`config.mk`:
```
export PLATFORM = sky130hd
export DESIGN_NAME = speed_regulator
export DESIGN_NICKNAME = d
export VERILOG_FILES = /design/src/rtl/speed_pkg.sv /design/src/rtl/speed_prescaler.sv /design/src/rtl/speed_regulator.sv
export SDC_FILE = /design/constraint.sdc
export NUM_CORES = 1
export LEC_CHECK = 0
export ABC_AREA = 1
export CORE_MARGIN = 10
export CORE_UTILIZATION = 35
export CTS_CLUSTER_DIAMETER = 30
export DETAILED_ROUTE_END_ITERATION = 16
export MAX_ROUTING_LAYER = met4
export PLACE_DENSITY = 0.55
export SYNTH_ARGS = -nofsm -noshare
export SYNTH_HDL_FRONTEND = slang
export SYNTH_SLANG_ARGS = --single-unit
```
`constraint.sdc`:
```
create_clock -name clk -period 6.44 [get_ports clk]
set_input_delay 1.288 -clock clk [delete_from_list [all_inputs] [get_ports clk]]
set_output_delay 1.288 -clock clk [all_outputs]
set_load 0.005 [all_outputs]
```
`src/rtl/speed_pkg.sv`:
```
// Shared types and helpers for the speed regulator: state encoding and
// the saturating clamp used by the speed datapath.
package speed_pkg;

    localparam logic [1:0] ENC_IDLE   = 2'd0;
    localparam logic [1:0] ENC_ACCEL  = 2'd1;
    localparam logic [1:0] ENC_CRUISE = 2'd2;
    localparam logic [1:0] ENC_BRAKE  = 2'd3;

    typedef enum logic [1:0] {
        IDLE   = ENC_IDLE,
        ACCEL  = ENC_ACCEL,
        CRUISE = ENC_CRUISE,
        BRAKE  = ENC_BRAKE
    } state_t;

    // Clamp a signed sum into [0, max_val]; wide enough for any WIDTH <= 32.
    function automatic logic [33:0] sat_add(input logic signed [33:0] sum,
                                            input logic [33:0]        max_val);
        if (sum < 0)
            return '0;
        if ($unsigned(sum) > max_val)
            return max_val;
        return $unsigned(sum);
    endfunction

endpackage

```
`src/rtl/speed_prescaler.sv`:
```
// Free-running update prescaler: tick is high on the last cycle of each
// TICK_DIV-cycle period (always high when TICK_DIV == 1).
module speed_prescaler #(
    parameter int TICK_DIV = 1
) (
    input  logic clk,
    input  logic rst,
    output logic tick
);

    localparam int CW = (TICK_DIV > 1) ? $clog2(TICK_DIV) : 1;
    localparam logic [CW-1:0] LAST = CW'(TICK_DIV - 1);

    logic [CW-1:0] cnt;

    always_ff @(posedge clk or posedge rst) begin
        if (rst)
            cnt <= '0;
        else if (cnt == LAST)
            cnt <= '0;
        else
            cnt <= cnt + CW'(1);
    end

    assign tick = (cnt == LAST);

endmodule

```
`src/rtl/speed_regulator.sv`:
```
// Closed-loop speed regulator: hysteretic ACCEL/CRUISE/BRAKE selection with
// rate-limited, saturating speed updates on every prescaler tick.
module speed_regulator
    import speed_pkg::*;
#(
    parameter int WIDTH     = 8,
    parameter int ACC_STEP  = 10,
    parameter int BRK_STEP  = 10,
    parameter int HYST      = 2,
    parameter int MAX_SPEED = 200,
    parameter int TICK_DIV  = 1
) (
    input  logic             clk,
    input  logic             rst,
    input  logic             en,
    input  logic [WIDTH-1:0] threshold,
    input  logic [WIDTH-1:0] load,
    output logic [WIDTH-1:0] speed,
    output logic [WIDTH-1:0] accel_cmd,
    output logic [WIDTH-1:0] brake_cmd,
    output logic [1:0]       state,
    output logic             at_target
);

    localparam int XW = WIDTH + 1;
    localparam logic [XW-1:0] MAX_X  = XW'(MAX_SPEED);
    localparam logic [XW-1:0] HYST_X = XW'(HYST);
    localparam logic [XW-1:0] ACC_X  = XW'(ACC_STEP);
    localparam logic [XW-1:0] BRK_X  = XW'(BRK_STEP);

    logic           tick;
    state_t         st, nst;
    logic [XW-1:0]  speed_x, thr_x, target_x, diff_up, diff_dn, acc_x, brk_x;
    logic [WIDTH-1:0] a, b, speed_nxt;
    logic signed [WIDTH+1:0] sum;

    speed_prescaler #(.TICK_DIV(TICK_DIV)) u_prescaler (
        .clk  (clk),
        .rst  (rst),
        .tick (tick)
    );

    // One extra bit keeps speed+HYST and target+HYST from wrapping.
    assign speed_x  = {1'b0, speed};
    assign thr_x    = {1'b0, threshold};
    assign target_x = (thr_x > MAX_X) ? MAX_X : thr_x;
    assign diff_up  = target_x - speed_x;
    assign diff_dn  = speed_x - target_x;

    always_comb begin
        nst   = CRUISE;
        acc_x = '0;
        brk_x = '0;
        if (!en)
            nst = IDLE;
        else if (target_x > speed_x + HYST_X)
            nst = ACCEL;
        else if (speed_x > target_x + HYST_X)
            nst = BRAKE;
        else
            nst = CRUISE;

        // Step is capped by the remaining distance so we never overshoot.
        if (nst == ACCEL)
            acc_x = (diff_up < ACC_X) ? diff_up : ACC_X;
        if (nst == BRAKE)
            brk_x = (diff_dn < BRK_X) ? diff_dn : BRK_X;
    end

    assign a = WIDTH'(acc_x);
    assign b = WIDTH'(brk_x);

    assign sum = $signed({2'b00, speed}) + $signed({2'b00, a})
               - $signed({2'b00, b}) - $signed({2'b00, load});
    assign speed_nxt = WIDTH'(sat_add(34'(sum), 34'(MAX_SPEED)));

    always_ff @(posedge clk or posedge rst) begin
        if (rst) begin
            speed     <= '0;
            st        <= IDLE;
            accel_cmd <= '0;
            brake_cmd <= '0;
            at_target <= 1'b0;
        end else if (tick) begin
            speed     <= speed_nxt;
            st        <= nst;
            accel_cmd <= a;
            brake_cmd <= b;
            at_target <= (nst == CRUISE);
        end
    end

    assign state = st;

endmodule
```
==> results of run 1 <==
## power breakdown
part / switching (uW) / internal, uW / total [uW]
logic: 602 / 522 / 1120
registers: 31.0 / 196 / 227
clock network: 49.7 / 44.3 / 94.0
total: 682 / 763 / 1450
## registers in the layout, indices dropped and copies added, names as in the netlist
| register | count |
|---|---|
| accel_cmd | 8 |
| at_target | 1 |
| brake_cmd | 8 |
| speed | 8 |
| state | 2 |
## Yosys cell counts, drive strengths merged
| library cell | number |
|---|---|
| nand2 | 82 |
| o21bai | 1 |
| xor2 | 17 |
| fa | 18 |
| conb | 2 |
| o311ai | 1 |
| nand3 | 30 |
| xnor2 | 4 |
| clkbuf | 2 |
| a221oi | 1 |
| inv | 90 |
| nand4 | 6 |
| ha | 40 |
| nor2 | 33 |
| a31oi | 1 |
| a21boi | 2 |
| nor3 | 5 |
| buf | 2 |
| nand3b | 5 |
| o21ai | 13 |
| o21a | 2 |
| a21o | 1 |
| a21oi | 23 |
| dfrtp | 27 |
## kinds of logic after synthesis
group                    Yosys count  synth area share (%)
AND/OR/NAND/NOR                  161                  24.5
other                              2                 0.240
buffers and inverters             94                  11.6
flip-flops                        27                  21.6
AO/OA/AOI/OAI                     45                  8.57
adder cells (fa/ha/maj)           58                  27.5
XOR/XNOR                          21                  5.88
## stage by stage
stage               hold WS, ns  instances  TNS, ns  power [uW]  setup WS, ns
floorplan                 0.736        422        0         866         0.508
global placement          0.899        628    -3.34        1230        -0.440
detailed placement        0.889        628    -3.97        1240        -0.518
CTS                       0.910        632        0        1350       0.00374
global route              0.973        641   -0.216        1610       -0.0611
finish                    0.903        641        0        1450         0.296
## repair_timing
item                       4_1_cts  5_1_grt
setup endpoints to repair        8        8
resized for setup                6       62
setup buffers                    0       10
pin swaps                        2       37
## worst register-to-register path: cells and delay by family (launching register included)
kind	cells	cell delay, ns
adders and majority gates	5	1.93
xor gates and xnor gates	1	0.16
buffers and inverters	4	0.39
DFF	1	0.54
AOI/OAI and AO/OA	1	0.17
and+or+nand+nor	20	1.93
## final cells by class
type,count,area [um2]
Multi-Input combinational cell,301,2330
Fill cell,814,4240
Timing Repair Buffer,111,956
Inverter,90,340
Clock buffer,4,45.0
Sequential cell,27,676
Tap cell,108,135
## routing by layer
layer  part of all wire [%]  vias to the layer above
met2                     50                       41
met1                     46                     1356
li1                       -                     1511
met5                      0                        -
met3                    3.7                        7
met4                   0.75                        0
## worst paths after layout
path / depth (start not counted) / endpoint / slack [ns] / start
min in group asynchronous: 2 / accel_cmd[5] / 1.54 / rst
setup reg to reg: 31 / speed[1] / 1.22 / speed[1]
max in group asynchronous: 2 / accel_cmd[1] / 4.28 / rst
setup / recovery: 37 / speed[1] / 0.30 / threshold[3]
hold / removal: 3 / accel_cmd[0] / 0.90 / speed[0]
hold reg to reg: 3 / accel_cmd[0] / 0.90 / speed[0]
==> summary.txt, run 1 <==
Timing
  – Worst-Margin Slew: 1.00 ns
  – Final slew viol count: 0
  – Period utilization: 95.4%
  – Post-layout min period: 6.14 ns
  – Clock skew: 0.00586 ns
  – Setup violations, final: 0
  – Rel. slew slack: 33.1%
  – Final Hold Viols: 0
  – Fmax: 163 MHz

GRT
  – Number of global-route vias before repair: 3043
  – First-pass GRT wire length: 14100 um
  – Met2 Use GR: 22.7%
  – Gr usage total: 13.4%
  – GRT Max-Usage Layer: met2
  – Largest net degree at the start of global routing: 28
  – GR Overflow Total: 0
  – Met1 usage: 17.0%
  – Initial antenna violation count: 0
  – M3 GR Usage: 1.78%

Synth
  – Mapped Cells: 408
  – Syn. warnings: 0
  – Synthesized cell area: 0.00313 mm2
  – Syn avg cell area: 7.66 um2
  – Unique masters post-synth: 35
  – Synth area leaders: dfrtp_1 (22%), ha_1 (16%), fa_1 (12%), inv_1 (10%), nand2_1 (9.0%)
  – Cell taking the most area after synthesis: dfrtp_1
  – Synth Register Bits: 27
  – Sequential area share after synthesis: 21.6%
  – Proportion of netlist area held by the largest area contributor: 21.6%

Die
  – Die X: 115 um
  – Core area: 0.00872 mm2
  – Top Ports: 46
  – Std cell rows: 34
  – Die area: 0.0131 mm2
  – Initial Util: 35.8%
  – Height of the die: 115 um

Detailed routing
  – Post-DRT Antenna Nets: 0
  – DRT iter0 DRCs: 73
  – WL per Instance: 13.3 um
  – Drt pass-1 iters: 4
  – Vias per inst: 4.55
  – Detailed-route via count: 2915
  – DRC violations left: 0
  – Routed WL: 8510 um

Flow run
  – Max_cap viols: 0

CTS
  – CTS root buf: clkbuf_8
  – CTS tree: yes
  – Total CTS buffers: 3
  – Worst-Skew Late Latency: 0.27 ns
  – Clock Sinks: 27
  – H-tree levels: 1
  – Worst-case clock buffer depth: 2
  – Hold-fix buffers, CTS: 0
  – Clock-pin slew on the worst setup and hold paths: 0.09 ns

Worst setup path
  – Slowest stage cell on the critical path: fa_1
  – Max incr delay on CP: 0.56 ns
  – WP buf/inv: 9
  – CP arrival: 6.31 ns
  – Worst Path Max Fanout: 5
  – Worst EP required: 6.61 ns
  – Worst setup SP type: input pin
  – Most frequent CP cell: nand2_1
  – Setup crit end kind: flip-flop
  – CP top delay family: adder cells
  – Critical path class: in2reg

Final layout
  – Design Area, Final: 0.00448 mm2
  – Most frequent cells in the layout: inv_1 (77), nand2_1 (69), buf_4 (63), clkdlybuf4s50_1 (37), ha_1 (34)
  – Share of post-route cells with drive strength above 1: 27.0%
  – Final nets: 611
  – Layout area overhead: 43.5%
  – Core Util, Final: 51.4%
  – Commonest non-fill, non-tap cell in the layout: inv_1
  – # diodes: 0

Pwr
  – Peak supply drop: 0.000209 V
  – PwrDens: 322 mW/mm2
  – Leak: 0.00243 uW

Status
  – Outcome: completed

Placement
  – Area after DPL: 0.00417 mm2
  – PortBufs: 45
  – Routability cong.: 0.866
  – Placed wire-length estimate: 7300 um

Worst hold path
  – HP Class: reg2reg
No activity file was read; power rests on OpenSTA's default activity.
==> run 2: changes to the inputs <==
--- a/config.mk
+++ b/config.mk
@@ -10,7 +10,6 @@
 export CORE_UTILIZATION = 35
 export CTS_CLUSTER_DIAMETER = 30
 export DETAILED_ROUTE_END_ITERATION = 16
-export MAX_ROUTING_LAYER = met4
 export PLACE_DENSITY = 0.55
 export SYNTH_ARGS = -nofsm -noshare
 export SYNTH_HDL_FRONTEND = slang
==> run 2 against run 1 <==
  * Critical path depth unchanged
  * Utilization unchanged
  * Flip-flop and latch count unchanged
  * Die area unchanged
  * Sequential share of layout area unchanged
  * Critical path type unchanged
  * Highest routed layer unchanged
  * Wire length unchanged
  * Combinational power about the same
==> summary.txt, run 2 (synthesis results as in run 1) <==
Worst setup path
  – CP arrival: 6.31 ns (about the same)
  – Slowest stage cell on the critical path: fa_1 (unchanged)
  – Max incr delay on CP: 0.56 ns (about the same)
  – Worst setup SP type: input pin (unchanged)
  – Worst Path Max Fanout: 5 (unchanged)
  – Worst EP required: 6.61 ns (about the same)
  – Setup crit end kind: flip-flop (unchanged)
  – Critical path class: in2reg (unchanged)
  – Most frequent CP cell: nand2_1 (unchanged)

Placement
  – PortBufs: 45 (unchanged)
  – Placed Cells incl. Taps: 628 (unchanged)
  – Placed wire-length estimate: 7300 um (unchanged)
  – Area after DPL: 0.00417 mm2 (unchanged)
  – Routability cong.: 0.853 (was 0.866)

Timing
  – Fmax: 163 MHz (about the same)
  – Final Hold Viols: 0 (unchanged)
  – Setup violations, final: 0 (unchanged)
  – Post-layout min period: 6.14 ns (about the same)
  – Clock skew: 0.00588 ns (was 0.00586 ns)
  – Hold_ws: 0.902 ns (was 0.903 ns)
  – Worst-Margin Slew: 1.00 ns (about the same)
  – Period utilization: 95.4% (about the same)
  – Final slew viol count: 0 (unchanged)
  – Rel. slew slack: 33.1% (about the same)

CTS
  – Hold-fix buffers, CTS: 0 (unchanged)
  – H-tree levels: 1 (unchanged)
  – Total CTS buffers: 3 (unchanged)
  – CTS tree: yes (unchanged)
  – Clock-pin slew on the worst setup and hold paths: 0.09 ns (about the same)
  – Worst-case clock buffer depth: 2 (unchanged)
  – Clock Sinks: 27 (unchanged)
  – Worst-Skew Late Latency: 0.27 ns (about the same)
  – CTS root buf: clkbuf_8 (unchanged)

Detailed routing
  – Drt pass-1 iters: 4 (unchanged)
  – Routed WL: 8510 um (unchanged)
  – Vias per inst: 4.55 (unchanged)
  – DRT iter0 DRCs: 70 (was 73)
  – Detailed-route via count: 2915 (unchanged)
  – Metal-1 WL: 3850 um (was 3900 um)
  – Top Layer Used: met4 (unchanged)
  – WL per Instance: 13.3 um (unchanged)
  – DRC violations left: 0 (unchanged)
  – DR WL met3: 370 um (was 314 um)
  – Met2 WL: 4230 um (unchanged)
  – Post-DRT Antenna Nets: 0 (unchanged)

Die
  – Top Ports: 46 (unchanged)
  – Core area: 0.00872 mm2 (unchanged)
  – Height of the die: 115 um (unchanged)
  – Die X: 115 um (unchanged)
  – Die area: 0.0131 mm2 (unchanged)
  – Initial Util: 35.8% (unchanged)
  – Std cell rows: 34 (unchanged)

Final layout
  – # fillers: 814 (unchanged)
  – Final nets: 611 (unchanged)
  – Commonest non-fill, non-tap cell in the layout: inv_1 (unchanged)
  – # diodes: 0 (unchanged)
  – Biggest regs: accel_cmd (8), brake_cmd (8), speed (8) (unchanged)
  – Layout area overhead: 43.5% (unchanged)
  – Share of post-route cells with drive strength above 1: 27.0% (unchanged)
  – Most frequent cells in the layout: inv_1 (77), nand2_1 (69), buf_4 (63), clkdlybuf4s50_1 (37), ha_1 (34) (unchanged)
  – Fin cells: 641 (unchanged)
  – Multi-input logic area: 0.00233 mm2 (unchanged)
  – Register area: 676 um2 (unchanged)
  – Design Area, Final: 0.00448 mm2 (unchanged)
  – Core Util, Final: 51.4% (unchanged)

Pwr
  – Clock network fraction of total power: 6.5% (about the same)
  – NetSw: 682 uW (about the same)
  – Cell Int Power: 763 uW (about the same)
  – Leak: 0.00243 uW (unchanged)
  – Combinational power share: 77.8% (about the same)
  – PwrDens: 322 mW/mm2 (about the same)
  – Sw frac: 47.2% (about the same)
  – Register share of total power: 15.7% (about the same)
  – Peak supply drop: 0.000209 V (about the same)

Worst hold path
  – HP Class: reg2reg (unchanged)

Flow run
  – Max_cap viols: 0 (unchanged)

GRT
  – GR Overflow Total: 0 (unchanged)
  – Largest net degree at the start of global routing: 28 (unchanged)
  – Number of global-route vias before repair: 3040 (was 3043)
  – First-pass GRT wire length: 14200 um (was 14100 um)
  – Gr usage total: 13.0% (was 13.4%)
  – Initial antenna violation count: 0 (unchanged)

Status
  – Outcome: completed (unchanged)
run 2: worst paths after layout:
path / startpoint / endpoint / slack, ns / depth (start not counted)
worst max-delay path: threshold[3] / speed[1] / 0.30 / 37
worst min-delay path: speed[0] / accel_cmd[0] / 0.90 / 3
worst max register to register: speed[1] / speed[1] / 1.22 / 31
min in group asynchronous: rst / accel_cmd[5] / 1.54 / 2
max in group asynchronous: rst / accel_cmd[1] / 4.28 / 2
worst min register to register: speed[0] / accel_cmd[0] / 0.90 / 3
run 2: through the flow:
| step | setup TNS [ns] | power (uW) | setup slack [ns] |
|---|---|---|---|
| 3_3_place_gp | -3.34 | 1230 | -0.440 |
| 3_5_place_dp | -3.97 | 1240 | -0.518 |
| 6_report | 0 | 1450 | 0.296 |
| 2_1_floorplan | 0 | 866 | 0.508 |
| 5_1_grt | -0.216 | 1610 | -0.0611 |
| 4_1_cts | 0 | 1350 | 0.00374 |
run 2: area by class of cell:
class	instances	share of cell area, %
multi-input combinational	301	52.0
timing repair buffer	111	21.3
sequential	27	15.1
inverter	90	7.59
tap	108	3.01
clock buffer	4	1.00
run 2: critical path, delay by kind of cell:
family / cells / cell delay, ns
adder cells (fa/ha/maj): 6 / 2.02
AND/OR/NAND/NOR: 16 / 1.34
buffers and inverters: 9 / 0.77
AO/OA/AOI/OAI: 5 / 0.73
XOR/XNOR: 1 / 0.15
run 2: metal layers:
| metal | vias up | track usage [%] |
|---|---|---|
| li1 | 1511 | - |
| met1 | 1356 | 16.8 |
| met2 | 41 | 22.7 |
| met3 | 7 | 2.15 |
| met4 | 0 | 1.84 |
| met5 | - | 0 |
run 2: timing repair:
item | 4_1_cts | 5_1_grt
endpoints found under the setup margin | 8 | 8
resized for setup | 6 | 62
pin swaps | 2 | 37
setup buffers | 0 | 10
run 2: power by group through the flow:
stage               Sequential (uW)  Clock, uW  Combinational, uW
global placement                231          0                994
finish                          227       94.0               1120
global route                    232        108               1270
detailed placement              232          0               1010
floorplan                       224          0                643
CTS                             229       97.4               1020
